File: src/rtl/acc_sequencer.sv
// Key-driven sequencer for a four-function calculator: steps operand A, operator,
// operand B and result through the accumulator, steering the external mux and ALU.
module acc_sequencer #(
  parameter int WIDTH   = 16,
  parameter int DIGIT_W = 4
) (
  input  logic             inClk,
  input  logic             inResetN,
  input  logic [WIDTH-1:0] inMux,
  input  logic             inAluCarry,
  input  logic             inDigitValid,
  input  logic             inOpValid,
  input  logic [1:0]       inOp,
  input  logic             inClear,
  output logic             outSelect,
  output logic             outRegLoad,
  output logic [1:0]       outAluOp,
  output logic [WIDTH-1:0] outAcc,
  output logic             outOverflow,
  output logic             outBusy,
  output logic             outDone,
  output logic [2:0]       outState
);

  typedef enum logic [2:0] {
    IDLE    = 3'd0,
    LOAD_A  = 3'd1,
    WAIT_OP = 3'd2,
    WAIT_B  = 3'd3,
    EXEC    = 3'd4,
    RESULT  = 3'd5
  } stateT;

  stateT state;

  logic keyOk;
  logic digitTake;
  logic opTake;

  // Key strobes are single-cycle valid pulses with no ready: a strobe is either
  // taken in the cycle it is present or dropped. Priority is clear > digit > op.
  assign keyOk     = (state != LOAD_A) && (state != EXEC);
  assign digitTake = inResetN && inDigitValid && !inClear && keyOk;
  assign opTake    = inResetN && inOpValid && !inDigitValid && !inClear && keyOk;

  assign outRegLoad = digitTake;
  assign outSelect  = (state == EXEC);
  assign outBusy    = !keyOk;
  assign outDone    = (state == RESULT);
  assign outState   = state;

  always_ff @(posedge inClk or negedge inResetN) begin
    if (!inResetN) begin
      state       <= IDLE;
      outAcc      <= '0;
      outAluOp    <= 2'b00;
      outOverflow <= 1'b0;
    end else if (inClear) begin
      state       <= IDLE;
      outAcc      <= '0;
      outAluOp    <= 2'b00;
      outOverflow <= 1'b0;
    end else begin
      case (state)
        IDLE: begin
          if (digitTake) state <= LOAD_A;
        end
        LOAD_A: begin
          outAcc      <= inMux;
          outOverflow <= 1'b0;
          state       <= WAIT_OP;
        end
        WAIT_OP: begin
          if (digitTake) begin
            state <= LOAD_A;
          end else if (opTake) begin
            outAluOp <= inOp;
            state    <= WAIT_B;
          end
        end
        WAIT_B: begin
          if (digitTake) begin
            state <= EXEC;
          end else if (opTake) begin
            outAluOp <= inOp;
          end
        end
        EXEC: begin
          outAcc      <= inMux;
          outOverflow <= outOverflow | inAluCarry;
          state       <= RESULT;
        end
        RESULT: begin
          // An operator here chains on the held result; a digit starts afresh.
          if (digitTake) begin
            state <= LOAD_A;
          end else if (opTake) begin
            outAluOp <= inOp;
            state    <= WAIT_B;
          end
        end
        default: state <= IDLE;
      endcase
    end
  end

  // Operand A comes from the digit register, so the mux must zero-extend it.
  digit_zero_ext: assert property (@(posedge inClk) disable iff (!inResetN)
    (state == LOAD_A) |-> ((inMux >> DIGIT_W) == '0));

endmodule

File: config.mk
export PLATFORM = sky130hd
export DESIGN_NAME = acc_sequencer
export DESIGN_NICKNAME = d
export VERILOG_FILES = /design/src/rtl/acc_sequencer.sv
export SDC_FILE = /design/constraint.sdc
export NUM_CORES = 1
export LEC_CHECK = 0
export CAP_MARGIN = 30
export CORE_MARGIN = 5
export CORE_UTILIZATION = 46
export CTS_BUF_LIST = sky130_fd_sc_hd__clkbuf_8
export DETAILED_ROUTE_END_ITERATION = 6
export HOLD_SLACK_MARGIN = 0.1
export PLACE_DENSITY = 0.87
export SYNTH_ARGS = -nofsm -noshare
export SYNTH_HDL_FRONTEND = slang
export SYNTH_SLANG_ARGS = --single-unit
File: constraint.sdc
create_clock -name inClk -period 3.7 [get_ports inClk]
set_clock_uncertainty 0.05 [all_clocks]
set_input_delay 0.925 -clock inClk [delete_from_list [all_inputs] [get_ports inClk]]
set_output_delay 0.925 -clock inClk [all_outputs]
set_load 0.005 [all_outputs]
==> results.toml, run 1 <==
[timing]
layout_min_cycle_time_ps = 3283
rsz0062_at_grt = "no"
relSlewSlack = 0.6376
finalCritPeriodShare = 0.8872
slew_violations = 0
finalSetupViolCount = 0
fmax_mhz = 304.6
tns_ps = 0
max_slew.worst_pin.slew_ps = 543.5
hold_viol_final = 0

[worst_setup_path]
worst-path-buf-inv = 2
path_common_cell = "clkdlybuf4s50_1"
slowest_stage = "clkdlybuf4s50_1"
crit_family = "buffers and inverters"
cp_max_fo = 6
worstSetupStartpointType = "input pin"
endpoint_kind = "output pin"
critical_path_class = "input pin to output pin"
crit_required_ps = 2720
slowest_delay_ps = 510
crit_chain = "clkdlybuf4s50_1 > nand3b_1 > nor2_1 > clkdlybuf4s50_1"
worstPathArrival_ps = 2310

[final_layout]
multi_input_area_um2 = 488.0
final_nets = 184
drive_above_1_share = 0.07547
seqCellArea_um2 = 550.5
n_antenna_cell = 0
area_growth_pct = 49.89
fillCellCount = 193

[yosys]
synth_top_area_share = 0.4955
synth.ff_latch_count = 22
synth_compound_area_frac = 0.2050
yosys.area_share.xor_xnor = 0.04955
synth_top_family_by_area = "compound AO/OA/AOI/OAI gates"
yosysUniqueCellTypes = 26
syn_inst = 112
synth.net_count = 136
yosysSeqAreaShare = 0.4955
synth_largest_area_cell = "dfrtp_1"
ys_warn_count = 0
ys_async_sr_fraction = 1.000
netlist_area_um2 = 1111
synth_edf_count = 0
synth_top_flop_cell = "dfrtp_1"
synth_fa_ha_area_frac = 0
synth.avg_cell_area_um2 = 9.920
synth_area_leaders = "dfrtp_1, a21oi_1, nand3_1"
yosys.area_share.simple = 0.1667
synth.area.mux_share = 0.01802

[cts]
cts_tree = "done"
path_clk_slew_ps = 80
root_buffer = "clkbuf_8"
post_cts_buffers = 0
cts_buffer_depth = 2
clkLatencyLatePin_ps = 260
cts-buffers-inserted = 3
ctsResizeCount = 0
htreeDepth = 1
cts_sinks = 22
hold_buffers = 0

[global_route]
grt_overflow_total = 0
grt_pass1_wl_um = 5306
grt_pass1_vias = 1147
globalRouteTotalUtil = 0.1984
antenna_found_initial = 0
grt_max_degree = 25

[floorplan]
pin_count = 50
die_x_um = 59.15
start_util = 0.4928
die_h_um = 59.15
dieArea_um2 = 3498
num_rows = 17
core-area_um2 = 2255

[route]
initialDrtViolationCount = 29
wire_per_inst_um = 17.30
detail-route-antenna-nets = 0
viasPerCell = 5.802
drc = 0
first_pass_iters = 4
vias = 1085
wl_um = 3235

[placed_design]
dp_hpwl_um = 2311
routabilityCongestion = 0.8859
port_buffers = 49

[status]
status = "complete, no violations"

[hold_path]
holdCritPathClass = "flop to flop"

[power]
ir_drop_mv = 0.2231
p_leak_nw = 0.6455
powerDensity_nw_per_um2 = 328.9
power_w = 0.0005477

[flow_run]
cap_violations = 0
Yosys cell counts, types with 2 or more instances:
cell type and n:
o21ai_1 16, nand2_1 3, nand2b_1 4, and3b_1 2, dfrtp_1 22, mux2i_1 2, nand3b_1 2, nand3_1 16
a21oi_1 19, o21ai_0 2, buf_6 3, buf_4 2, a211o_1 2, nor2_1 3, clkbuf_1 3
sequential cells by signal (all words and copies together) (netlist names):
register,cells
outAcc,16
outAluOp,2
outOverflow,1
outState,3
worst register-to-register path, cell delays in order (launching register included):
cell,delay (ps)
dfrtp_1,690
xor2_4,450
nand3_1,140
a21oi_1,180
kinds of logic (layout without fill, tap and decap cells):
logic type | count (synthesis) | in the layout
compound gates | 42 | 42
xor+xnor | 2 | 2
buf+inv | 11 | 58
flops | 22 | 22
mux | 2 | 2
simple gates | 33 | 33
area by class of cell:
type                       instances  area share
multi-input combinational         79      0.2930
timing repair buffer              52      0.3080
clock buffer                       3     0.02479
inverter                           2    0.004508
sequential                        22      0.3306
tap                               28     0.02104
clock inverter                     1     0.01803
final timing paths:
path                             start    endpoint  slack, ps  cells after the start
min in group asynchronous     inResetN   outAcc[4]       1020                      2
max in group asynchronous     inResetN   outAcc[6]       2350                      2
setup reg to reg           outState[0]   outAcc[8]       2110                      3
setup / recovery               inClear  outRegLoad        420                      4
hold / removal               outAcc[1]   outAcc[1]        500                      2
hold reg to reg              outAcc[1]   outAcc[1]        500                      2
per-layer routing:
layer | global-route usage | part of all wire | up-vias
li1 | - | - | 493
met1 | 0.2212 | 0.38 | 524
met2 | 0.3596 | 0.52 | 59
met3 | 0.04575 | 0.074 | 9
met4 | 0.08091 | 0.022 | 0
met5 | 0 | 0 | -
power breakdown:
| part | internal (W) | switching [W] | leakage [nW] |
|---|---|---|---|
| Sequential | 0.000245 | 0.00000442 | 0.305 |
| Combinational | 0.0000418 | 0.0000310 | 0.305 |
| Clock | 0.000145 | 0.0000806 | 0.0357 |
| Total | 0.000432 | 0.000116 | 0.645 |
layout by cell type (no fill, tap or decap):
cell type,n
a211o_1,2
a21oi_1,19
a31oi_1,1
and3b_1,2
buf_4,3
bufinv_16,1
clkbuf_8,3
clkdlybuf4s50_1,49
dfrtp_1,22
inv_1,1
inv_2,1
mux2i_1,2
nand2_1,3
nand2b_1,4
nand3_1,16
nand3_2,1
nand3b_1,2
nand4b_1,1
nor2_1,3
nor2b_1,1
o21ai_0,2
o21ai_1,16
o21ba_2,1
o32ai_1,1
xnor2_4,1
xor2_4,1
through the flow:
stage          hold WS [ps]  instance area (um^2)  worst slack, ps  instances  utilization
5_1_grt               526.5                  1665            381.1        187       0.7386
3_3_place_gp          481.2                  1594            478.3        183       0.7070
2_1_floorplan         483.9                  1111             1442        112            -
3_5_place_dp          489.0                  1594            465.9        183       0.7070
4_1_cts               500.0                  1665            435.9        187       0.7386
6_report              496.6                  1665            417.4        187       0.7386
Power figures use the tool's default switching activity.
==> inputs of run 2 (changes only) <==
==> constraint.sdc (replaced) <==
create_clock -name inClk -period 4.09 [get_ports inClk]
set_clock_uncertainty 0.05 [all_clocks]
set_input_delay 1.0225 -clock inClk [delete_from_list [all_inputs] [get_ports inClk]]
set_output_delay 1.0225 -clock inClk [all_outputs]
set_load 0.005 [all_outputs]
==> results.toml, run 2 (synthesized netlist as in run 1, its figures left out) <==
[final_layout]
drive_above_1_share = 0.06369
final_nets = 183
area_growth_pct = 46.51
n_antenna_cell = 0
post-route-util = 0.7220
regMostFlops = "outAcc"
layout_common_cells = "clkdlybuf4s50_1, dfrtp_1, a21oi_1"
finalNonFillerCells = 185
largest_reg_flops = 16
layout.cells.most_common = "clkdlybuf4s50_1"

[route]
wl_um = 3133
detail-route-antenna-nets = 0
wire_per_inst_um = 16.94
initialDrtViolationCount = 19
first_pass_iters = 4
viasPerCell = 5.724
vias = 1059
drc = 0

[worst_setup_path]
crit_start = "inClear"
endpoint_kind = "output pin"
cp_max_fo = 6
worstSetupStartpointType = "input pin"
critical_path_class = "input pin to output pin"
crit_end = "outRegLoad"
reg2regPathDepth = 3
path_common_cell = "clkdlybuf4s50_1"
worstPathArrival_ps = 2380
slowest_stage = "clkdlybuf4s50_1"
crit_required_ps = 3020
crit_chain = "clkdlybuf4s50_1 > nand3b_1 > nor2_1 > clkdlybuf4s50_1"
r2r_end = "outAluOp[0]"
rr_startpoint = "outState[1]"
r2r_slack_ps = 2340
slowest_delay_ps = 510

[timing]
max_slew.worst_pin.slew_ps = 774.7
relSlewSlack = 0.4835
holdWs_ps = 496.4
fmax_mhz = 289.7
layout_min_cycle_time_ps = 3452
rsz0062_at_grt = "no"
finalSetupViolCount = 0
tns_ps = 0
slew_violations = 0
hold_viol_final = 0
finalCritPeriodShare = 0.8441

[global_route]
grt_max_degree = 26
globalRouteTotalUtil = 0.1977
antenna_found_initial = 0
grt_pass1_vias = 1071
grt_pass1_wl_um = 5264
grt_overflow_total = 0

[floorplan]
num_rows = 17
dieArea_um2 = 3498
start_util = 0.4928
die_x_um = 59.15
die_h_um = 59.15
core-area_um2 = 2255
pin_count = 50

[cts]
root_buffer = "clkbuf_8"
htreeDepth = 1
cts_sinks = 22
cts-buffers-inserted = 3
cts_buffer_depth = 2
path_clk_slew_ps = 80
cts_tree = "done"
clkLatencyLatePin_ps = 260
ctsResizeCount = 0
hold_buffers = 0
post_cts_buffers = 0

[placed_design]
port_buffers = 49
dp_hpwl_um = 2208
routabilityCongestion = 0.8452
place_inst = 182

[power]
p_leak_nw = 0.6259
powerDensity_nw_per_um2 = 259.7
ir_drop_mv = 0.1754

[hold_path]
holdCritPathClass = "flop to flop"

[flow_run]
cap_violations = 0

[status]
status = "complete, no violations"
[run 2: cell count changes in the layout (fill, tap and decap cells not counted)]
cell	previous run	this run
bufinv_16	1	0
buf_4	3	2
[run 2: worst max-delay path: cells and delay by family]
kind	cells	cell delay, ps
AND/OR/NAND/NOR	2	410
buffers and inverters	2	940
[run 2: how the worst min path moves through the flow]
stage                startpoint           to  slack [ps]  depth (start not counted)
finish                outAcc[1]    outAcc[1]         500                          2
floorplan           outAluOp[0]  outAluOp[0]         480                          2
global placement      outAcc[1]    outAcc[1]         480                          2
global route          outAcc[0]    outAcc[0]         520                          2
detailed placement    outAcc[1]    outAcc[1]         490                          2
CTS                   outAcc[1]    outAcc[1]         500                          2
[run 2: layer usage]
layer	wire length (um)	GRT usage	part of all wire
met1	1299	0.2397	0.41
met2	1649	0.3502	0.53
met3	150	0.03050	0.048
met4	34	0.07443	0.011
met5	0	0	0
[run 2: through the flow]
stage	area [um^2]	power [W]	setup slack (ps)
floorplan	1111	0.0002532	1637
global placement	1587	0.0002934	672.4
detailed placement	1587	0.0002955	643.3
CTS	1628	0.0004239	638.2
global route	1628	0.0004389	597.6
finish	1628	0.0004227	637.7
[run 2: cell type report]
cell class                      instances  area [um^2]
Sequential cell                        22        550.5
Fill cell                             191        626.9
Multi-Input combinational cell         79        488.0
Inverter                                2        7.507
Tap cell                               28        35.03
Clock buffer                            3        41.29
Timing Repair Buffer                   51        505.5
[run 2: power breakdown]
group / total [W] / internal (W) / switching, W
combinational: 0.0000630 / 0.0000373 / 0.0000256
clock: 0.000132 / 0.0000657 / 0.0000658
sequential: 0.000228 / 0.000222 / 0.00000633
total: 0.000423 / 0.000325 / 0.0000978
